### src/rtl/golomb_sched.sv
// -----------------------------------------------------------------------------
// golomb_sched
//
// Shares one Golomb-Rice coder between two requesters:
//   requester 0 : regular-mode mapped residual (limit fixed at LIMIT)
//   requester 1 : run-interruption mapped residual (limit supplied as limit1)
// Requests are arbitrated round-robin in IDLE. The winner's operands are
// latched, then k is found by an iterative search, one compare per cycle:
// the smallest k with (n << k) >= a, capped at KMAX. One single-cycle coder
// enable (g_en) is issued per granted request.
//
// Handshake: a requester raises reqX together with its data and holds both
// until it sees gntX (a one-cycle pulse in the cycle after the sampling edge).
// It must drop reqX during that gnt cycle; a reqX still high when the block
// returns to IDLE is taken as a new request. Requests are sampled only in IDLE.
// Per-item period is k+3 cycles: gnt after E0, g_en after E(k+1), IDLE again
// at E(k+2), next request sampled at E(k+3).
//
// Ports:
//   clk        rising-edge clock
//   reset      asynchronous active-low reset
//   clr        synchronous clear (frame start): abort and return to IDLE
//   req0/req1  request lines; merrX/aX/nX per-requester operands; limit1
//   gnt0/gnt1  one-cycle accept pulses
//   g_en       coder enable; g_merr/g_k/g_limit/g_src valid with it, else 0
//   busy       registered (state != IDLE)
//   state_dbg  current FSM state (0 IDLE, 1 KCALC, 2 ISSUE)
// -----------------------------------------------------------------------------
module golomb_sched #(
   parameter int LIMIT = 32,
   parameter int KMAX  = 15
) (
   input  logic       clk,
   input  logic       reset,
   input  logic       clr,
   input  logic       req0,
   input  logic [8:0] merr0,
   input  logic [15:0] a0,
   input  logic [6:0] n0,
   input  logic       req1,
   input  logic [8:0] merr1,
   input  logic [15:0] a1,
   input  logic [6:0] n1,
   input  logic [5:0] limit1,
   output logic       gnt0,
   output logic       gnt1,
   output logic       g_en,
   output logic [8:0] g_merr,
   output logic [4:0] g_k,
   output logic [5:0] g_limit,
   output logic       g_src,
   output logic       busy,
   output logic [1:0] state_dbg
);

   localparam logic [4:0] K_MAX = 5'(KMAX);
   localparam logic [5:0] LIM0  = 6'(LIMIT);

   typedef enum logic [1:0] {
      IDLE  = 2'd0,
      KCALC = 2'd1,
      ISSUE = 2'd2
   } state_t;

   state_t      state, state_nxt;
   logic [4:0]  k, k_nxt;
   logic        last, last_nxt;
   logic        src, src_nxt;
   logic [8:0]  merr_q, merr_q_nxt;
   logic [15:0] a_q, a_q_nxt;
   logic [6:0]  n_q, n_q_nxt;
   logic [5:0]  limit_q, limit_q_nxt;

   logic        gnt0_nxt, gnt1_nxt, g_en_nxt, g_src_nxt, busy_nxt;
   logic [8:0]  g_merr_nxt;
   logic [4:0]  g_k_nxt;
   logic [5:0]  g_limit_nxt;

   logic        win;
   logic [23:0] n_shift;
   logic        k_done;

   // With both requests pending, the side that was not served last wins.
   // last resets to 1 so requester 0 wins the first tie.
   assign win = (req0 && req1) ? ~last : req1;

   // Unsigned 24-bit compare; n is zero-extended before the shift so no bits
   // are lost for any k up to 16.
   assign n_shift = {17'd0, n_q} << k;
   assign k_done  = (n_shift >= {8'd0, a_q}) || (k == K_MAX);

   assign state_dbg = state;

   always_comb begin
      state_nxt   = state;
      k_nxt       = k;
      last_nxt    = last;
      src_nxt     = src;
      merr_q_nxt  = merr_q;
      a_q_nxt     = a_q;
      n_q_nxt     = n_q;
      limit_q_nxt = limit_q;
      gnt0_nxt    = 1'b0;
      gnt1_nxt    = 1'b0;
      g_en_nxt    = 1'b0;
      g_merr_nxt  = 9'd0;
      g_k_nxt     = 5'd0;
      g_limit_nxt = 6'd0;
      g_src_nxt   = 1'b0;

      if (clr) begin
         // In-flight item is dropped; last is kept so fairness survives a clear.
         state_nxt = IDLE;
         k_nxt     = 5'd0;
      end else begin
         case (state)
            IDLE: begin
               if (req0 || req1) begin
                  src_nxt     = win;
                  last_nxt    = win;
                  merr_q_nxt  = win ? merr1 : merr0;
                  a_q_nxt     = win ? a1 : a0;
                  n_q_nxt     = win ? n1 : n0;
                  limit_q_nxt = win ? limit1 : LIM0;
                  k_nxt       = 5'd0;
                  gnt0_nxt    = ~win;
                  gnt1_nxt    = win;
                  state_nxt   = KCALC;
               end
            end
            KCALC: begin
               if (k_done) begin
                  g_en_nxt    = 1'b1;
                  g_k_nxt     = k;
                  g_merr_nxt  = merr_q;
                  g_limit_nxt = limit_q;
                  g_src_nxt   = src;
                  state_nxt   = ISSUE;
               end else begin
                  k_nxt = k + 5'd1;
               end
            end
            ISSUE: begin
               state_nxt = IDLE;
            end
            default: begin
               state_nxt = IDLE;
            end
         endcase
      end

      busy_nxt = (state_nxt != IDLE);
   end

   always_ff @(posedge clk or negedge reset) begin
      if (!reset) begin
         state   <= IDLE;
         k       <= 5'd0;
         last    <= 1'b1;
         src     <= 1'b0;
         merr_q  <= 9'd0;
         a_q     <= 16'd0;
         n_q     <= 7'd0;
         limit_q <= 6'd0;
         gnt0    <= 1'b0;
         gnt1    <= 1'b0;
         g_en    <= 1'b0;
         g_merr  <= 9'd0;
         g_k     <= 5'd0;
         g_limit <= 6'd0;
         g_src   <= 1'b0;
         busy    <= 1'b0;
      end else begin
         state   <= state_nxt;
         k       <= k_nxt;
         last    <= last_nxt;
         src     <= src_nxt;
         merr_q  <= merr_q_nxt;
         a_q     <= a_q_nxt;
         n_q     <= n_q_nxt;
         limit_q <= limit_q_nxt;
         gnt0    <= gnt0_nxt;
         gnt1    <= gnt1_nxt;
         g_en    <= g_en_nxt;
         g_merr  <= g_merr_nxt;
         g_k     <= g_k_nxt;
         g_limit <= g_limit_nxt;
         g_src   <= g_src_nxt;
         busy    <= busy_nxt;
      end
   end

endmodule

### config.mk
export PLATFORM = sky130hd
export DESIGN_NAME = golomb_sched
export DESIGN_NICKNAME = d
export VERILOG_FILES = /design/src/rtl/golomb_sched.sv
export SDC_FILE = /design/constraint.sdc
export NUM_CORES = 1
export LEC_CHECK = 0
export BUFFER_PORTS_ARGS = -buffer_cell sky130_fd_sc_hd__buf_2
export CORE_MARGIN = 2
export CORE_UTILIZATION = 40
export CTS_CLUSTER_SIZE = 20
export DETAILED_ROUTE_END_ITERATION = 10
export SETUP_SLACK_MARGIN = 0.1
export SYNTH_ARGS = -nofsm -noshare
export SYNTH_HDL_FRONTEND = slang
export SYNTH_SLANG_ARGS = --single-unit
### constraint.sdc
create_clock -name clk -period 4.6 [get_ports clk]
set_clock_uncertainty 0.1 [all_clocks]
set_input_delay 0.46 -clock clk [delete_from_list [all_inputs] [get_ports clk]]
set_output_delay 0.46 -clock clk [all_outputs]
set_load 0.1 [all_outputs]
==> impl_metrics.ini <==
[worst_setup_path]
critical_path_origin = k[0]
worstPathRequired_ps = 4720
worstReg2RegEnd = k[3]
reg2regPathDepth = 13
timing.rr.start = k[0]
critical_path_arrival_ps = 3880
critical_path.startpoint_type = flip-flop
worstSetupEndpointType = flip-flop
path_class = flip-flop to flip-flop
worst-r2r-setup-slack_ps = 850
critPathMaxFanout = 22

[floorplanning]
die-area_um2 = 10400
ioPinCount = 102
row_count = 35
start_util_pct = 41.4
die_height_um = 102
die_x_um = 102
coreArea_um2 = 9280

[layout]
post_route_cells_drive_above_1_share_pct = 29.3
nets = 570
area.growth.synth_to_final_pct = 21.1
diodes = 0

[clock_network]
cts_max_path_buffers = 2
cts_num_sinks = 72
clock_latency_ps = 350
tritoncts = done
cts_setup_buffers = 0
cts-htree-levels = 3
post_cts_resize_count = 0
holdBufCountCts = 0
clk_transition_reported_paths_ps = 90
cts_made_buffers = 9
cts-root-buf = clkbuf_8

[min_path]
hp-class = input pin to async pin

[power]
pwr_density_cell_nw_per_um2 = 352
max-vdd-ir-drop_mv = 0.185
cellLeakagePower_nw = 2.37

[grt]
grt_pass1_vias = 3121
grt_pass1_wl_mm = 15.4
global_route.overflow_total = 0
initial_antenna_violation_count = 0
grt_util_all_layers_pct = 18.9
grt_start_max_net_pins = 73

[synth]
syn-instance-count = 384
synth.avg_cell_area_um2 = 10.0
async_sr_flop_fraction_pct = 100
ys_dominant_reg_cell = dfrtp_1
synth_area_leader_cell = dfrtp_1
share_of_yosys_cell_area_claimed_by_the_top_area_cell_type_pct = 46.2
synthDistinctLibCells = 49
synth_enable_flop_cells = 0
most_common_library_cells_after_synthesis = dfrtp_1, nand2_1, inv_1, nor2_1, nand3_1
synth.top_cells.by_area = dfrtp_1, ha_1, a221o_1
synthesis.nets = 477
synthesis.area_um2 = 3840
ys_warn_count = 0
synthMostInstantiatedCell = dfrtp_1
seq_area_frac_synth_pct = 46.9
number_of_register_bits_inferred_by_synthesis = 72

[job]
maxCapViolations = 0

[routing]
dr.first_iter.drc_count = 154
via_cell_ratio = 5.22
drt_first_pass_iters = 4
routedWlPerCell_um = 14.9
detailroute.via_count = 3190
drt_wirelength_mm = 9.09
postRouteAntennaNets = 0
drc_errors = 0

[timing]
setup_tns_final_ps = 0
timing.final.crit_period_ps = 3750
pins_over_slew_limit = 0
rsz0062_at_grt = false
report.final.setup_viol = 0
final.period_utilization_pct = 81.6
worst-slew-pin-transition_ps = 1030
post-route-worst-setup-slack_ps = 847
hold_viol_final = 0
relSlewSlack_pct = 31.5
timing.fmax_mhz = 266

[placed_design]
dpl.hpwl_mm = 6.40
routability_congestion_estimate_from_global_placement = 0.877
numPortBuffers = 101
dpl_worst_slack_ps = 892

[run_status]
outcome = complete, no violations
kinds of logic (layout without fill, tap and decap cells):
family	count (synthesis)	count (layout)	share of synthesized area (%)
multiplexers	17	17	4.69
flip-flops	72	72	46.9
buffers and inverters	49	147	5.63
AO/OA/AOI/OAI	87	87	17.5
adder cells (fa/ha/maj)	18	18	5.86
AND/OR/NAND/NOR	141	141	19.4
report_power, final:
group,leakage [nW],internal [mW],switching [mW],total [mW]
logic,1.33,0.156,0.196,0.352
registers,0.931,0.706,0.0484,0.754
clock network,0.108,0.273,0.261,0.534
total,2.37,1.13,0.506,1.64
worst max path at each step:
stage                end  depth (start not counted)
4_1_cts             k[3]                         13
6_report            k[3]                         13
2_1_floorplan       k[3]                         12
5_1_grt        g_merr[3]                         14
3_3_place_gp   g_merr[3]                         15
3_5_place_dp        k[3]                         15
flip-flops by register name, indices dropped and copies added, names as in the netlist, 2 cells and up:
name / flops
g_merr: 9
g_limit: 6
a_q: 16
n_q: 7
limit_q: 6
k: 5
state_dbg: 2
merr_q: 9
g_k: 5
layout make-up:
class | instances | area (µm²)
inverter | 22 | 82.6
timing repair buffer | 109 | 568
multi-input combinational | 263 | 1830
clock buffer | 10 | 138
fill | 897 | 4630
tap | 129 | 161
sequential | 72 | 1800
clock inverter | 6 | 73.8
worst max-delay path, cell delays in order (launching register included):
cell and delay (ps):
dfrtp_1 790, inv_1 260, o21ai_1 370, o21ai_0 160, nor3_1 170, ha_1 280
a21oi_1 150, nor2_1 60, o31ai_1 210, o211ai_1 190, a211oi_2 240, buf_4 210
a41oi_2 120, a211o_1 310
per-layer routing:
layer  global-route usage [%]  vias up  wire, µm
met3                     2.94       15       303
li1                         -     1569         -
met1                     26.5     1525      4300
met5                        0        -         0
met2                     29.2       81      4290
met4                     7.90        0       199
cells in the final DEF (no fill, tap or decap), types with 6 or more instances in the layout:
master,count
and2_1,19
dfrtp_1,71
o21ai_0,6
o211ai_1,17
a22o_1,7
a21oi_1,14
and3_1,18
nand3_1,20
ha_1,18
nor3b_1,6
inv_1,22
nor2_1,22
nor3_1,12
nand2_1,25
buf_2,100
clkbuf_8,10
a221o_1,16
mux2i_1,11
buf_4,9
per-stage QoR:
step / utilization (%) / hold WS [ps] / instance area, µm² / instances / total power [mW]
after floorplan: - / 64.4 / 3840 / 384 / 1.00
after global placement: 47.9 / 355 / 4440 / 595 / 1.11
after detailed placement: 47.9 / 357 / 4440 / 595 / 1.12
after CTS: 50.1 / 152 / 4650 / 611 / 1.66
after global routing: 50.1 / 204 / 4650 / 611 / 1.75
final: 50.1 / 121 / 4650 / 611 / 1.64
Note: power is estimated with default switching activity, not from simulation.
